## src/rtl/aes_arb_pkg.sv

```systemverilog
// aes_arb_pkg: shared types and constants for the AES job arbiter slice.
package aes_arb_pkg;

  // Job sequencing states
  typedef enum logic [1:0] {
    ST_IDLE = 2'd0,
    ST_LOAD = 2'd1,
    ST_RUN  = 2'd2,
    ST_RESP = 2'd3
  } arb_state_e;

  // Operation codes carried on req_mode
  localparam logic MODE_ENC = 1'b0;
  localparam logic MODE_DEC = 1'b1;

  // Default RUN watchdog length in cycles (legal range 1..65535)
  localparam int TIMEOUT_CYCLES_DEFAULT = 4096;

  // One-hot requester vector for a requester id
  function automatic logic [1:0] id_onehot(input logic id);
    logic [1:0] v;
    v = 2'b00;
    if (id) begin
      v = 2'b10;
    end else begin
      v = 2'b01;
    end
    return v;
  endfunction

endpackage

```

## src/rtl/aes_rr_arb2.sv

```systemverilog
// aes_rr_arb2: two-way round-robin grant with a "last served" pointer.
// A lone requester always wins; on a tie the requester not served last wins.
module aes_rr_arb2
  import aes_arb_pkg::*;
(
  input  logic       clk,
  input  logic       rst,
  input  logic [1:0] i_req,
  input  logic       i_served,
  input  logic       i_served_id,
  output logic [1:0] o_grant
);

  logic r_last;

  // Remember the last served requester; reset value makes requester 0 win the first tie
  always_ff @(posedge clk) begin
    if (rst) begin
      r_last <= 1'b1;
    end else if (i_served) begin
      r_last <= i_served_id;
    end else begin
      r_last <= r_last;
    end
  end

  // Grant decode from the live requests and the last-served pointer
  always_comb begin
    o_grant = 2'b00;
    case (i_req)
      2'b01:   o_grant = 2'b01;
      2'b10:   o_grant = 2'b10;
      2'b11:   o_grant = id_onehot(~r_last);
      default: o_grant = 2'b00;
    endcase
  end

endmodule

```

## src/rtl/aes_job_arbiter.sv

```systemverilog
// aes_job_arbiter: shares one SPI-attached AES core between two job requesters.
// Flow per job: IDLE (accept) -> LOAD (one cycle, selects low) -> RUN (cs held
// until core_done) -> RESP (one-cycle rsp_valid pulse) -> IDLE.
// Build macro AES_ARB_TIMEOUT_EN adds a RUN watchdog: after TIMEOUT_CYCLES RUN
// cycles without core_done the job ends with rsp_err=1 and rsp_data=0.
// Without the macro rsp_err is tied low and RUN waits indefinitely.
module aes_job_arbiter
  import aes_arb_pkg::*;
#(
  parameter int NB             = 4,
  parameter int NK             = 4,
  parameter int TIMEOUT_CYCLES = TIMEOUT_CYCLES_DEFAULT
) (
  input  logic                clk,
  input  logic                rst,
  input  logic [1:0]          req_valid,
  output logic [1:0]          req_ready,
  input  logic [1:0]          req_mode,
  input  logic [2*32*NB-1:0]  req_msg,
  input  logic [2*32*NK-1:0]  req_key,
  output logic [1:0]          rsp_valid,
  output logic [32*NB-1:0]    rsp_data,
  output logic                rsp_err,
  output logic [32*NB-1:0]    core_msg,
  output logic [32*NK-1:0]    core_key,
  output logic                cs_enc,
  output logic                cs_dec,
  input  logic                core_done,
  input  logic [32*NB-1:0]    core_result
);

  localparam int MW = 32 * NB;
  localparam int KW = 32 * NK;

  arb_state_e    r_state;
  logic [1:0]    r_rsp_valid;
  logic [MW-1:0] r_rsp_data;
  logic [MW-1:0] r_core_msg;
  logic [KW-1:0] r_core_key;
  logic          r_cs_enc;
  logic          r_cs_dec;
  logic          r_mode;
  logic          r_id;

  logic [1:0]    w_grant;
  logic [1:0]    w_ready;
  logic          w_accept;
  logic          w_accept_id;
  logic          w_timeout;
  logic [MW-1:0] w_msg_sel;
  logic [KW-1:0] w_key_sel;
  logic          w_mode_sel;

  aes_rr_arb2 u_rr_arb (
    .clk         (clk),
    .rst         (rst),
    .i_req       (req_valid),
    .i_served    (w_accept),
    .i_served_id (w_accept_id),
    .o_grant     (w_grant)
  );

  // Offer the grant only while idle and out of reset; ready tracks the live
  // request pattern so the tie-break always sees the requests present at accept
  always_comb begin
    w_ready = 2'b00;
    if ((r_state == ST_IDLE) && !rst) begin
      w_ready = w_grant;
    end else begin
      w_ready = 2'b00;
    end
  end

  assign req_ready   = w_ready;
  assign w_accept    = |(req_valid & w_ready);
  assign w_accept_id = w_ready[1];

  // Pick the accepted requester's message, key and mode slices
  always_comb begin
    w_msg_sel  = req_msg[MW-1:0];
    w_key_sel  = req_key[KW-1:0];
    w_mode_sel = req_mode[0];
    if (w_accept_id) begin
      w_msg_sel  = req_msg[2*MW-1:MW];
      w_key_sel  = req_key[2*KW-1:KW];
      w_mode_sel = req_mode[1];
    end else begin
      w_msg_sel  = req_msg[MW-1:0];
      w_key_sel  = req_key[KW-1:0];
      w_mode_sel = req_mode[0];
    end
  end

`ifdef AES_ARB_TIMEOUT_EN
  localparam logic [15:0] TO_LAST = 16'(TIMEOUT_CYCLES - 1);

  logic [15:0] r_to_cnt;
  logic        r_rsp_err;

  // Count cycles spent in RUN; held at zero everywhere else
  always_ff @(posedge clk) begin
    if (rst) begin
      r_to_cnt <= 16'd0;
    end else if (r_state == ST_RUN) begin
      r_to_cnt <= r_to_cnt + 16'd1;
    end else begin
      r_to_cnt <= 16'd0;
    end
  end

  // Error flag for a watchdog expiry; a same-cycle core_done counts as success
  always_ff @(posedge clk) begin
    if (rst) begin
      r_rsp_err <= 1'b0;
    end else if (r_state == ST_RUN) begin
      r_rsp_err <= w_timeout && !core_done;
    end else begin
      r_rsp_err <= 1'b0;
    end
  end

  assign w_timeout = (r_state == ST_RUN) && (r_to_cnt == TO_LAST);
  assign rsp_err   = r_rsp_err;
`else
  assign w_timeout = 1'b0;
  assign rsp_err   = 1'b0;
`endif

  // Job sequencing FSM; all job-side outputs are registers written here
  always_ff @(posedge clk) begin
    if (rst) begin
      r_state     <= ST_IDLE;
      r_rsp_valid <= 2'b00;
      r_rsp_data  <= {MW{1'b0}};
      r_core_msg  <= {MW{1'b0}};
      r_core_key  <= {KW{1'b0}};
      r_cs_enc    <= 1'b0;
      r_cs_dec    <= 1'b0;
      r_mode      <= 1'b0;
      r_id        <= 1'b0;
    end else begin
      r_rsp_valid <= 2'b00;
      case (r_state)
        ST_IDLE: begin
          if (w_accept) begin
            r_core_msg <= w_msg_sel;
            r_core_key <= w_key_sel;
            r_mode     <= w_mode_sel;
            r_id       <= w_accept_id;
            r_state    <= ST_LOAD;
          end else begin
            r_state    <= ST_IDLE;
          end
        end
        ST_LOAD: begin
          r_cs_enc <= (r_mode == MODE_ENC);
          r_cs_dec <= (r_mode == MODE_DEC);
          r_state  <= ST_RUN;
        end
        ST_RUN: begin
          if (core_done) begin
            r_rsp_data  <= core_result;
            r_rsp_valid <= id_onehot(r_id);
            r_cs_enc    <= 1'b0;
            r_cs_dec    <= 1'b0;
            r_state     <= ST_RESP;
          end else if (w_timeout) begin
            r_rsp_data  <= {MW{1'b0}};
            r_rsp_valid <= id_onehot(r_id);
            r_cs_enc    <= 1'b0;
            r_cs_dec    <= 1'b0;
            r_state     <= ST_RESP;
          end else begin
            r_state     <= ST_RUN;
          end
        end
        ST_RESP: begin
          r_state <= ST_IDLE;
        end
        default: begin
          r_cs_enc <= 1'b0;
          r_cs_dec <= 1'b0;
          r_state  <= ST_IDLE;
        end
      endcase
    end
  end

  assign rsp_valid = r_rsp_valid;
  assign rsp_data  = r_rsp_data;
  assign core_msg  = r_core_msg;
  assign core_key  = r_core_key;
  assign cs_enc    = r_cs_enc;
  assign cs_dec    = r_cs_dec;

endmodule

```

## config.mk

```make
export PLATFORM = sky130hd
export DESIGN_NAME = aes_job_arbiter
export DESIGN_NICKNAME = d
export VERILOG_FILES = /design/src/rtl/aes_arb_pkg.sv /design/src/rtl/aes_rr_arb2.sv /design/src/rtl/aes_job_arbiter.sv
export SDC_FILE = /design/constraint.sdc
export NUM_CORES = 1
export LEC_CHECK = 0
export CORE_AREA = 8 8 394 396
export CTS_BUF_LIST = sky130_fd_sc_hd__clkbuf_4
export DETAILED_ROUTE_END_ITERATION = 10
export DIE_AREA = 0 0 402 404
export GPL_TIMING_DRIVEN = 0
export MAX_ROUTING_LAYER = met4
export PLACE_DENSITY = 0.42
export SYNTH_ARGS = -nofsm -noshare
export SYNTH_HDL_FRONTEND = slang
export SYNTH_HIERARCHICAL = 1
export SYNTH_SLANG_ARGS = --single-unit
```

## constraint.sdc

```tcl
create_clock -name clk -period 1.8 [get_ports clk]
set_clock_uncertainty 0.2 [all_clocks]
set_input_delay 0.27 -clock clk [delete_from_list [all_inputs] [get_ports clk]]
set_output_delay 0.27 -clock clk [all_outputs]
set_load 0.02 [all_outputs]
```

==> flow_summary.ini <==
[synth]
yosys_warnings = 6
syn_area_per_cell_sq_um = 11.22
ys_seq_area_share_pct = 46.71
synth_cells = 1501
synth_cell_types = 28
syn_area_sq_um = 16840
syn_nets = 2151
ys_ff_latch = 393

[worst_setup_path]
crit_fanout = 3
crit_type = reg2out
crit_top_cell = clkbuf_16
critPathTopFamily = buffers and inverters
worstPathArrival_ns = 2.29
crit_path_end_kind = primary output
crit_buf_inv = 4
ff2ff_setup_slack_ns = -0.62
start_kind = flip-flop
cpPeakStageDelay_ns = 0.32
crit_chain = inv_2 -> ha_4 -> nor2b_4 -> clkbuf_16 -> clkbuf_16 -> and2_4 -> buf_8
slowest_stage = dfxtp_2
required_ns = 1.33

[clock_network]
clk_latency_ns = 0.99
cts_max_level = 4
ctsHoldBuffers = 653
cts_buffers = 131
cts_sinks = 393
clock_path_buffers = 3
clk_pin_slew_ns = 0.06
cts_root_buf = clkbuf_4
cts_tree = done

[floorplanning]
fp.dieH_um = 404
core_area_sq_um = 148900
num_rows = 142
start_util_pct = 11.31
dieArea_sq_um = 162400
die_w_um = 402
io_pins = 1038

[route]
wl_met1_um = 58040
remaining_drc_errors = 0
dr_wl_met3_um = 9845
vias = 20990
drt_iter0_drc = 1133
wl_met2_um = 70500
routedWlPerCell_um = 25.99
finalWirelength_um = 142800
highest_layer = met4
firstDrtPassIters = 5
antenna_left = 0
vias_per_cell = 3.821

[timing]
timing.final.crit_share_pct = 153.1
finalHoldViolCount = 0
fin_ws_ns = -0.9561
rsz0062_at_grt = yes
tns_ns = -221.37
setup_viol_count_final = 781
max-slew-margin-rel_pct = 33.10
worstMarginPinSlew_ns = 1.003
drv_slew = 0
holdWs_ns = 0.0002887
timing.fmax_mhz = 362.8
period_needed_ns = 2.756

[place]
dp_cells = 4481
pre_cts_slack_ns = -2.599
io_buffers = 1036
dp_hpwl_um = 115300
place_area_sq_um = 29800
gp_congestion = 0.8308

[power]
vdd_ir_drop_max_uv = 382.6
p_leak_nw = 15.36
power_density_nw_per_um2 = 703.5
power.total_mw = 28.37

[final_layout]
final_area_sq_um = 40330
layout_commonest_cell = dlygate4sd3_1
fillers = 15780
area_growth_pct = 139.4
utilization_pct = 27.09
num-nets-final = 4058
drive_gt1_share_pct = 40.57
final_cell_mix = 653 x dlygate4sd3_1, 646 x clkdlybuf4s50_1, 386 x buf_6
fin_cells = 5493

[grt]
grt_pass1_wl_um = 188800
grt_max_degree = 17
track_usage_pct = 17.10
grt_pass1_vias = 22450
antenna_found_initial = 76
grt_overflow = 0

[run]
cap_viol_max_count = 0

[min_path]
hold_class = in2reg

[status]
status = complete, but fails checks
violations = setup timing
[logic make-up after synthesis]
| kind of cell | after synthesis | synth area share (%) |
|---|---|---|
| AND/OR/NAND/NOR | 18 | 0.6091 |
| AO/OA/AOI/OAI | 651 | 32.07 |
| adder cells (fa/ha/maj) | 3 | 0.2229 |
| multiplexers | 257 | 15.27 |
| buffers and inverters | 178 | 5.103 |
| flip-flops | 393 | 46.71 |
| other | 1 | 0.02226 |
[final timing paths]
check / start / to / cells after the start
max reg2reg: u_rr_arb/r_last$_SDFFE_PP1P_ / core_msg[44]$_SDFFE_PP0P_ / 11
min: core_done / rsp_valid[0]$_SDFF_PP0_ / 4
max: r_state[0]$_SDFF_PP0_ / req_ready[1] / 7
min reg2reg: r_id$_SDFFE_PP0P_ / rsp_valid[0]$_SDFF_PP0_ / 1
[layer usage]
layer,global-route usage (%),vias up
met2,29.58,869
met1,19.53,10150
met5,-,-
met3,4.879,225
met4,4.129,0
li1,-,9743
[registers in the layout (all words and copies together) (netlist names)]
register	count
r_state	2
r_id	1
rsp_data	128
cs_dec	1
core_msg	128
rsp_valid	2
u_rr_arb/r_last	1
r_mode	1
core_key	128
cs_enc	1
[cell type report]
class / count / area, sq um / share of cell area (%)
Buffer: 173 / 1290 / 3.198
Timing Repair Buffer: 1775 / 18190 / 45.10
Sequential cell: 393 / 8447 / 20.94
Antenna cell: 59 / 147.6 / 0.3661
Clock inverter: 33 / 205.2 / 0.5088
Inverter: 4 / 15.01 / 0.03723
Multi-Input combinational cell: 930 / 8240 / 20.43
Clock buffer: 182 / 1366 / 3.388
Tap cell: 1944 / 2432 / 6.031
[power breakdown]
part	switching [mW]	internal, mW	leakage, nW
clock network	4.63	4.81	0.927
registers	0.513	9.39	3.39
logic	4.35	4.69	11.1
[worst reg2reg max path, delay by kind of cell, from the launching register on]
kind	cells	cell delay, ns
AOI/OAI and AO/OA	3	0.41
DFF	1	0.32
and+or+nand+nor	1	0.15
buffers and inverters	7	1.15
[cell usage after synthesis (all sizes together)]
cell,count,area share (%)
a21oi,260,7.7
and2,4,0.15
o21bai,1,0.045
a211oi,257,17
nand2b,2,0.074
nand3,2,0.059
a21boi,2,0.089
nand3b,1,0.045
nor2,2,0.045
nor2b,3,0.11
dfxtp,393,47
o211ai,1,0.074
nor3b,1,0.045
buf,46,2.2
a22o,129,6.7
ha,3,0.22
o21ai,1,0.030
clkbuf,128,2.9
mux2i,257,15
conb,1,0.022
nand2,2,0.045
inv,4,0.089
or2,1,0.037
[what timing repair did]
item / CTS / global route
buffers inserted: 9 / 75
gates cloned: 1 / 2
hold endpoints to repair: 388 / 3
pin swaps: 2 / 2
gates resized for setup: 291 / 2495
setup endpoints to repair: 782 / 781
No activity file was read; power rests on OpenSTA's default activity.
